[src/rtl/branch_predictor.sv]
// ---------------------------------------------------------------------------
// branch_predictor
//
// Combined branch target buffer and 2-bit bimodal history table for the
// 5-stage RV32I pipeline. Fetch gets a zero-latency next-PC guess for PCF.
// The EX stage resolves the branch against the prediction flags carried
// down the pipe, raises a redirect on a wrong guess, and trains the
// tables on the clock edge.
//
// Parameters
//   ENTRIES  number of direct-mapped entries (power of two, 4..1024)
//   IDX_W    index width, index = PC[IDX_W+1:2]
//   TAG_W    tag width,   tag   = PC[31:IDX_W+2]
//
// Ports
//   clk, rst_n             clock, asynchronous active-low reset
//   PCF                    fetch PC
//   PredNPCF               predicted next PC (target if hit and taken, else PCF+4)
//   BranchPredictedF       entry valid and tag matches PCF
//   BranchPredictedTakenF  hit and counter MSB set
//   UpdateE                EX holds a valid, non-stalled conditional branch
//   PCE                    EX PC
//   ActualTakenE           resolved direction
//   ActualTargetE          resolved target
//   PredTargetE            target predicted at fetch
//   BranchPredictedE       fetch hit flag, piped
//   BranchPredictedTakenE  fetch taken flag, piped
//   MispredictE            flush and redirect request
//   CorrectNPCE            redirect address
//
// Optional build macro BRANCH_PREDICTOR_STATS_EN adds the 32-bit outputs
// BranchCount, MispredictCount and HitCount.
// ---------------------------------------------------------------------------
module branch_predictor #(
    parameter int ENTRIES = 64,
    parameter int IDX_W   = $clog2(ENTRIES),
    parameter int TAG_W   = 30 - IDX_W
) (
    input  logic        clk,
    input  logic        rst_n,
    input  logic [31:0] PCF,
    output logic [31:0] PredNPCF,
    output logic        BranchPredictedF,
    output logic        BranchPredictedTakenF,
    input  logic        UpdateE,
    input  logic [31:0] PCE,
    input  logic        ActualTakenE,
    input  logic [31:0] ActualTargetE,
    input  logic [31:0] PredTargetE,
    input  logic        BranchPredictedE,
    input  logic        BranchPredictedTakenE,
    output logic        MispredictE,
    output logic [31:0] CorrectNPCE
`ifdef BRANCH_PREDICTOR_STATS_EN
    ,
    output logic [31:0] BranchCount,
    output logic [31:0] MispredictCount,
    output logic [31:0] HitCount
`endif
);

    // Valid bits and counters need a reset value; tags and targets do not,
    // so they live in plain arrays without reset.
    logic [ENTRIES-1:0]       valid_q;
    logic [ENTRIES-1:0][1:0]  cnt_q;
    logic [TAG_W-1:0]         tag_q    [ENTRIES];
    logic [31:0]              target_q [ENTRIES];

    logic [IDX_W-1:0] idx_f;
    logic [TAG_W-1:0] tag_f;
    logic             hit_f;
    logic [IDX_W-1:0] idx_e;
    logic [TAG_W-1:0] tag_e;
    logic             hit_e;
    logic [1:0]       cnt_e;

    assign idx_f = PCF[IDX_W+1:2];
    assign tag_f = PCF[31:IDX_W+2];
    assign idx_e = PCE[IDX_W+1:2];
    assign tag_e = PCE[31:IDX_W+2];

    // Fetch lookup: purely from current table contents, no bypass of an
    // update landing on the same edge.
    assign hit_f                 = valid_q[idx_f] && (tag_q[idx_f] == tag_f);
    assign BranchPredictedF      = hit_f;
    assign BranchPredictedTakenF = hit_f && cnt_q[idx_f][1];
    assign PredNPCF              = BranchPredictedTakenF ? target_q[idx_f] : PCF + 32'd4;

    // Training decides hit/miss from the table itself at the EX PC.
    assign hit_e = valid_q[idx_e] && (tag_q[idx_e] == tag_e);
    assign cnt_e = cnt_q[idx_e];

    // Resolution uses the flags captured at fetch, not a fresh lookup, so
    // the redirect matches what the front end actually did.
    always_comb begin
        MispredictE = 1'b0;
        CorrectNPCE = 32'd0;
        if (UpdateE) begin
            if (BranchPredictedTakenE && !ActualTakenE) begin
                MispredictE = 1'b1;
                CorrectNPCE = PCE + 32'd4;
            end else if (!BranchPredictedTakenE && ActualTakenE) begin
                MispredictE = 1'b1;
                CorrectNPCE = ActualTargetE;
            end else if (BranchPredictedTakenE && ActualTakenE &&
                         (PredTargetE != ActualTargetE)) begin
                MispredictE = 1'b1;
                CorrectNPCE = ActualTargetE;
            end
        end
    end

    // Valid bits and saturating counters. A miss that is not taken leaves
    // the entry alone; a taken miss claims the slot as weakly taken.
    always_ff @(posedge clk or negedge rst_n) begin
        if (!rst_n) begin
            valid_q <= '0;
            cnt_q   <= {ENTRIES{2'b01}};
        end else if (UpdateE) begin
            if (hit_e) begin
                if (ActualTakenE) begin
                    if (cnt_e != 2'b11) cnt_q[idx_e] <= cnt_e + 2'b01;
                end else begin
                    if (cnt_e != 2'b00) cnt_q[idx_e] <= cnt_e - 2'b01;
                end
            end else if (ActualTakenE) begin
                valid_q[idx_e] <= 1'b1;
                cnt_q[idx_e]   <= 2'b10;
            end
        end
    end

    // Tag and target storage. Writes are blocked while reset is low so an
    // update edge coincident with reset has no effect at all.
    always_ff @(posedge clk) begin
        if (rst_n && UpdateE && ActualTakenE) begin
            target_q[idx_e] <= ActualTargetE;
            if (!hit_e) tag_q[idx_e] <= tag_e;
        end
    end

`ifdef BRANCH_PREDICTOR_STATS_EN
    // Performance counters, free-running and wrapping at 2^32.
    always_ff @(posedge clk or negedge rst_n) begin
        if (!rst_n) begin
            BranchCount     <= 32'd0;
            MispredictCount <= 32'd0;
            HitCount        <= 32'd0;
        end else if (UpdateE) begin
            BranchCount <= BranchCount + 32'd1;
            if (MispredictE)      MispredictCount <= MispredictCount + 32'd1;
            if (BranchPredictedE) HitCount        <= HitCount + 32'd1;
        end
    end

    logic unused_ok;
    assign unused_ok = ^{PCF[1:0], PCE[1:0]};
`else
    logic unused_ok;
    assign unused_ok = ^{PCF[1:0], PCE[1:0], BranchPredictedE};
`endif

endmodule

[config.mk]
export PLATFORM = sky130hd
export DESIGN_NAME = branch_predictor
export DESIGN_NICKNAME = d
export VERILOG_FILES = /design/src/rtl/branch_predictor.sv
export SDC_FILE = /design/constraint.sdc
export NUM_CORES = 2
export LEC_CHECK = 0
export CAP_MARGIN = 15
export CELL_PAD_IN_SITES_DETAIL_PLACEMENT = 0
export CELL_PAD_IN_SITES_GLOBAL_PLACEMENT = 1
export CORE_MARGIN = 2
export CORE_UTILIZATION = 25
export CTS_CLUSTER_DIAMETER = 120
export CTS_CLUSTER_SIZE = 20
export DETAILED_ROUTE_END_ITERATION = 10
export PLACE_DENSITY_LB_ADDON = 0.2
export RECOVER_POWER = 100
export SLEW_MARGIN = 20
export SYNTH_ARGS = -nofsm -noshare
export SYNTH_HDL_FRONTEND = slang
export SYNTH_SLANG_ARGS = --single-unit
[constraint.sdc]
create_clock -name clk -period 7.21 [get_ports clk]
set_clock_uncertainty 0.05 [all_clocks]
set_input_delay 1.442 -clock clk [delete_from_list [all_inputs] [get_ports clk]]
set_output_delay 1.442 -clock clk [all_outputs]
set_load 0.02 [all_outputs]
Word level (Yosys, flattened, before mapping)
Memories as Yosys holds them, arrays and structs flattened.
Cells that the tools add are included.
{ "word_totals": {"ff_bits": 192, "ramBits": 3584, "in_bits": 134, "output_inout_bits": 67, "elab_cells": 134, "memories": 2} }
{ "mem_list": {"columns": ["memory", "depth", "width", "rd", "rd_ports_with_merged_regs", "write_ports", "line", "text"], "rows": [
  ["target_q", 64, 32, 1, 0, 1, "67", "logic [31:0] target_q [ENTRIES];"],
  ["tag_q", 64, 24, 2, 0, 1, "66", "logic [TAG_W-1:0] tag_q [ENTRIES];"]
]} }
{ "op_classes": {"addsub": 4, "magnitude_cmp": 3, "n_eq_ne": 5, "mux": 33, "n_bitwise": 5, "n_reduce_logical": 17} }
{ "op_table": {"columns": ["cell", "n"], "rows": [
  ["128-bit 2-to-1 mux", 5],
  ["128-bit bitwise mux", 2],
  ["32-bit 2-to-1 mux", 5],
  ["64-bit bitwise OR", 2],
  ["32-bit by 3-bit adder with 32-bit output (second input constant)", 2],
  ["64-bit bitwise AND", 1],
  ["64-bit NOT", 1],
  ["24-bit equality test", 2],
  ["32-bit != test", 1],
  ["2-bit binary-select mux with 6-bit select", 2],
  ["6-bit by 7-bit < comparator with 1-bit output (second input constant)", 2],
  ["1-bit binary-select mux with 6-bit select", 2],
  ["2-bit demux with 6-bit select", 1],
  ["1-bit 2-to-1 mux", 12],
  ["1-bit logical AND", 10],
  ["1-bit demux with 6-bit select", 1],
  ["6-bit by 1-bit greater-or-equal comparator with 1-bit output (second input constant)", 1],
  ["2-bit 2-to-1 mux", 3],
  ["2-bit nonzero test", 3],
  ["4-bit AND reduction", 1],
  ["3-bit by 2-bit != test with 1-bit output (second input constant)", 1],
  ["3-bit AND reduction", 1],
  ["2-bit by 1-bit adder with 2-bit output (second input constant)", 1],
  ["1-bit logical NOT", 2],
  ["3 further kinds", 3]
]} }

Logic depth before layout (Yosys ltp)
{ "logic_depth": {"ltp_word": 8, "ltp_mapped": 26, "ltp_nobuf": 15} }

Worst setup path after synthesis
OpenSTA, ideal clock, no wires.
{ "synth_path": {"kind": "input port to output port", "startpoint": "input PCF[2]", "endpoint": "output PredNPCF[11]", "arrival_time_ns": 5.401, "t_required_ns": 5.718, "slack_ns": 0.317, "path_stages": 13, "n_path_buf": 8, "path_cell_list": "clkbuf_1 buf_2 buf_4 buf_2 buf_2 buf_2 mux4_2 mux4_2 mux4_2 and2_1 buf_2 buf_2 o21ai_0"} }
{ "synth_between": {"elab_chain_len": 5, "elab_cells_between_ends": 11, "classes_between": "add/sub (1); eq/ne (1); mux (5); reduce/logical (2); memory (2)"} }
{ "synth_lines": {"columns": ["element", "line", "text"], "rows": [
  ["start, declared", "41", "input logic [31:0] PCF,"],
  ["memory 64 x 24 bit / 1-bit binary-select mux with 6-bit select (equally long branches)", null, null],
  ["24-bit equality test / 1-bit 2-to-1 mux (equally long branches)", "84", "assign hit_f = valid_q[idx_f] && (tag_q[idx_f] == tag_f);"],
  ["1-bit logical AND", "84", null],
  ["1-bit logical AND *", "86", "assign BranchPredictedTakenF = hit_f && cnt_q[idx_f][1];"],
  ["named net BranchPredictedTakenF", "44", "output logic BranchPredictedTakenF,"],
  ["32-bit 2-to-1 mux *", "87", "assign PredNPCF = BranchPredictedTakenF ? target_q[idx_f] : PCF + 32'd4;"],
  ["end, declared", "42", "output logic [31:0] PredNPCF,"]
]} }
Mark *: on every way through the listed nets, which the timed path passes. The rest lies on a longest branch. The select of a mux whose other input is x is not followed.

Worst setup path after layout
{ "layout_path": {"startpoint": "input PCF[3]", "endpoint": "output PredNPCF[8]"} }
{ "layout_between": {"elab_chain_len": 5, "elab_cells_between_ends": 11, "classes_between": "add/sub (1); eq/ne (1); mux (5); reduce/logical (2); memory (2)"} }
{ "layout_lines": {"columns": ["element", "line"], "rows": [
  ["memory 64 x 24 bit / 1-bit binary-select mux with 6-bit select (equally long branches)", null],
  ["24-bit equality test / 1-bit 2-to-1 mux (equally long branches)", "84"],
  ["1-bit logical AND", "84"],
  ["1-bit logical AND", "86"],
  ["32-bit 2-to-1 mux *", "87"]
]} }
Every way passes the cells marked *; elsewhere a longest branch is shown, timed or not. The select of a mux whose other input is x is not followed.

==> metrics.md <==
| Metric | Value |
|---|---|
| CTS HTree Levels | `4` |
| Warning count from the yosys run | `0` |
| Most used DFF post-synth | `edfxtp_1` |
| Max Cap Viol | `127` |
| Cts bufs inserted | `212` |
| Routing usage on met2 | `34.2%` |
| Syn avg cell area | `20.0 sq um` |
| Failing checks | `capacitance limit, slew limit, setup timing` |
| Die height | `812 um` |
| R2R Path Start | `tag_q[3][4]` |
| Area of the core | `650000 sq um` |
| Hold path depth | `1` |
| Final slew viol count | `4825` |
| Seq cells post-synth | `3776` |
| TritonCTS sink count | `3776` |
| Post-synth EDFFs | `3584` |
| Global-route wire length before repair | `930000 um` |
| Detailed Routing Iterations Pass 1 | `6` |
| CP arrival | `6.24 ns` |
| Worst hold path startpoint | `valid_q[13]` |
| Die ar. | `660000 sq um` |
| P&R area growth vs syn | `16.4%` |
| Syn nets | `8283` |
| Switching part of the total | `24.4%` |
| Critical Path End Type | `primary output` |
| Initial core utilization | `25.1%` |
| Relative slew slack | `-137%` |
| DRT antenna net count | `0` |
| Total grt overflow | `0` |
| Worst VDD drop | `201 uV` |
| RSZ-0062 raised after global routing | `yes` |
| Layout cells sized above 1 | `33.5%` |
| Detailed-route via count | `94.7k` |
| Hold Crit Endpoint | `valid_q[13]` |
| Total GRT Usage | `20.9%` |
| HP Class | `reg -> reg` |
| Clk slew on worst S/H paths | `0.09 ns` |
| Clk Latency, worst-skew pair | `1.03 ns` |
| WP data required | `5.72 ns` |
| Reg power frac | `58.7%` |
| R2R cell count | `13` |
| FILL cells | `63.9k` |
| Pint | `31200 uW` |
| Detailed Route WL | `709000 um` |
| R2r endpoint | `tag_q[32][20]` |
| Outcome | `finished, violations left` |
| Commonest non-fill, non-tap cell in the layout | `edfxtp_1` |
| WS Path Type | `in -> out` |
| GR peak layer | `met2` |
| Sw power | `10100 uW` |
| NumNets Final | `9075` |
| Routability Congestion | `0.867` |
| Worst setup SP type | `primary input` |
| Post-route setup TNS | `-18.03 ns` |
| Syn Std Cell Area | `163000 sq um` |
| Clk network pwr share | `31.2%` |
| Initial antenna violation count | `74` |
| I/O Buffers | `199` |
| Final Critical Period | `7.73 ns` |
| Final hold viol count | `0` |
| CP max FO | `7` |
| Via-to-Cell Ratio | `5.36` |
| Initial drt markers | `12.8k` |
| Placed inst area | `185000 sq um` |
| Max clock buf depth | `4` |
| Vias in the first global route | `95.1k` |
| Worst-Margin Slew | `3.56 ns` |
| PD cells | `217 nW/um^2` |
| Pin count of the biggest net entering global routing | `118` |
| Post-route setup slack | `-0.518 ns` |
| Met1 GRT Util | `28.4%` |
| Most frequent cells in the layout | `edfxtp_1, mux4_2, buf_4` |
| Achievable Freq | `0.129 GHz` |
| Final instance area | `190000 sq um` |
| Setup-failing EPs final | `126` |
| CTS tree | `done` |
| Register area share after synthesis | `68.9%` |
| DRC | `0` |
| Combinational group share of total power | `10.1%` |
| Die extent in x | `812 um` |
| Pleak | `0.0583 uW` |
| R2R Setup Slk | `1.65 ns` |
| Num rows | `296` |
| DP HPWL | `459000 um` |
| Wire per inst | `40.2 um` |
| Synth unique cells | `86` |
| I/O pin count | `201` |
| Final Cycle Share | `107%` |
| FFs w/ async S/R, synth | `5.08%` |
| Cells after Synth | `8145` |
| Met3 Usage GRT | `3.93%` |
| Root Buffer | `clkbuf_16` |
==> registers in the layout, summed over array words and instances (netlist names) <==
signal,count
valid_q,64
cnt_q,128
target_q,2048
tag_q,1536
==> metrics by stage <==
stage | setup WS [ns] | instances | total power, uW | hold slack, ns | util, %
floorplan | 0.317 | 8145 | 26600 | 0.398 | -
finish | -0.518 | 17643 | 41300 | 0.458 | 29.2
global placement | -1.75 | 17312 | 28800 | 0.425 | 28.5
CTS | -0.344 | 17614 | 41600 | 0.460 | 29.5
global route | -0.493 | 17633 | 42400 | 0.473 | 29.2
detailed placement | -1.62 | 17314 | 28800 | 0.436 | 28.5
==> area by class of cell <==
| type | instances | area, sq um | area share, % |
|---|---|---|---|
| Clock inverter | 12 | 151 | 0.0797 |
| Timing Repair Buffer | 1210 | 12500 | 6.57 |
| Multi-Input combinational cell | 3724 | 48400 | 25.5 |
| Clock buffer | 250 | 5560 | 2.93 |
| Antenna cell | 16 | 40.0 | 0.0211 |
| Tap cell | 8642 | 10800 | 5.69 |
| Inverter | 13 | 56.3 | 0.0296 |
| Sequential cell | 3776 | 113000 | 59.2 |
==> power groups by stage <==
stage / sequential (uW) / combinational, uW / clock (uW)
3_3_place_gp: 24700 / 4120 / 0
4_1_cts: 24200 / 4210 / 13200
6_report: 24200 / 4160 / 12900
3_5_place_dp: 24700 / 4150 / 0
5_1_grt: 24300 / 4320 / 13900
2_1_floorplan: 24700 / 1980 / 0
==> metal layers <==
layer	share of wire [%]	up-vias
li1	-	36050
met4	3.5	12
met2	47	4814
met5	0.013	-
met3	7.9	896
met1	42	52881
==> critical path, stage by stage <==
cell,delay [ns]
buf_16,0.13
buf_12,0.18
buf_16,0.15
buf_12,0.14
buf_6,0.11
mux4_2,0.28
mux4_2,0.52
mux4_2,0.53
buf_12,0.16
xnor2_4,0.14
nand4_1,0.52
nor4_2,0.42
and4_4,0.39
buf_12,0.15
and2_4,0.15
buf_6,0.13
buf_12,0.13
mux2_4,0.31
buf_6,0.14
==> synthesized netlist by cell type, types with 10 or more instances <==
master,count,area share [%]
edfxtp_1,3584,66
mux4_2,1337,18
clkbuf_1,280,0.64
nor2_1,262,0.60
mux2i_1,255,1.6
nand2_1,203,0.47
buf_2,199,0.61
mux2_2,192,1.3
a221oi_1,150,0.80
a22oi_1,135,0.62
dfrtp_1,128,2.0
a21oi_1,106,0.32
o22ai_1,91,0.35
xnor2_1,90,0.48
nor3_1,86,0.26
o21ai_0,77,0.24
nand3_1,73,0.22
dfstp_2,64,1.0
o21bai_1,63,0.29
buf_1,61,0.14
buf_4,57,0.26
a211oi_1,51,0.23
xor2_1,40,0.21
a32oi_2,39,0.39
buf_6,35,0.24
mux2_1,34,0.23
nand3b_1,34,0.16
and3_1,33,0.13
nand4_1,33,0.13
nor2b_1,32,0.12
o22a_1,26,0.14
a31oi_1,25,0.096
a32oi_1,25,0.13
a221o_1,23,0.14
a22o_1,22,0.12
nor3b_1,19,0.087
nand2b_1,16,0.061
or3b_2,16,0.086
nor4_1,13,0.050
o221ai_1,12,0.064
inv_1,10,0.023
==> what timing repair did <==
action | in CTS | in global routing
buffers inserted | 31 | 14
gates cloned | 8 | 1
pin swaps | 4 | 4
gates resized for setup | 278 | 20
setup endpoints to repair | 34 | 34
hold buffers | 0 | 0
==> worst max path at each step <==
stage	start	to	slack, ns	cells past startpoint
floorplan	PCF[2]	PredNPCF[11]	0.32	13
CTS	PCF[3]	PredNPCF[8]	-0.34	19
detailed placement	PCF[2]	PredNPCF[8]	-1.62	18
global placement	PCF[2]	PredNPCF[3]	-1.75	18
global route	PCF[3]	PredNPCF[19]	-0.49	19
finish	PCF[3]	PredNPCF[8]	-0.52	19
==> cell families after synthesis <==
group	share of synthesized area (%)
flops	68.9
mux	21.6
compound gates	4.30
simple gates	2.57
buf+inv	1.93
xor+xnor	0.697
fa+ha+maj	0.0307
(Power assumes the default switching activity.)
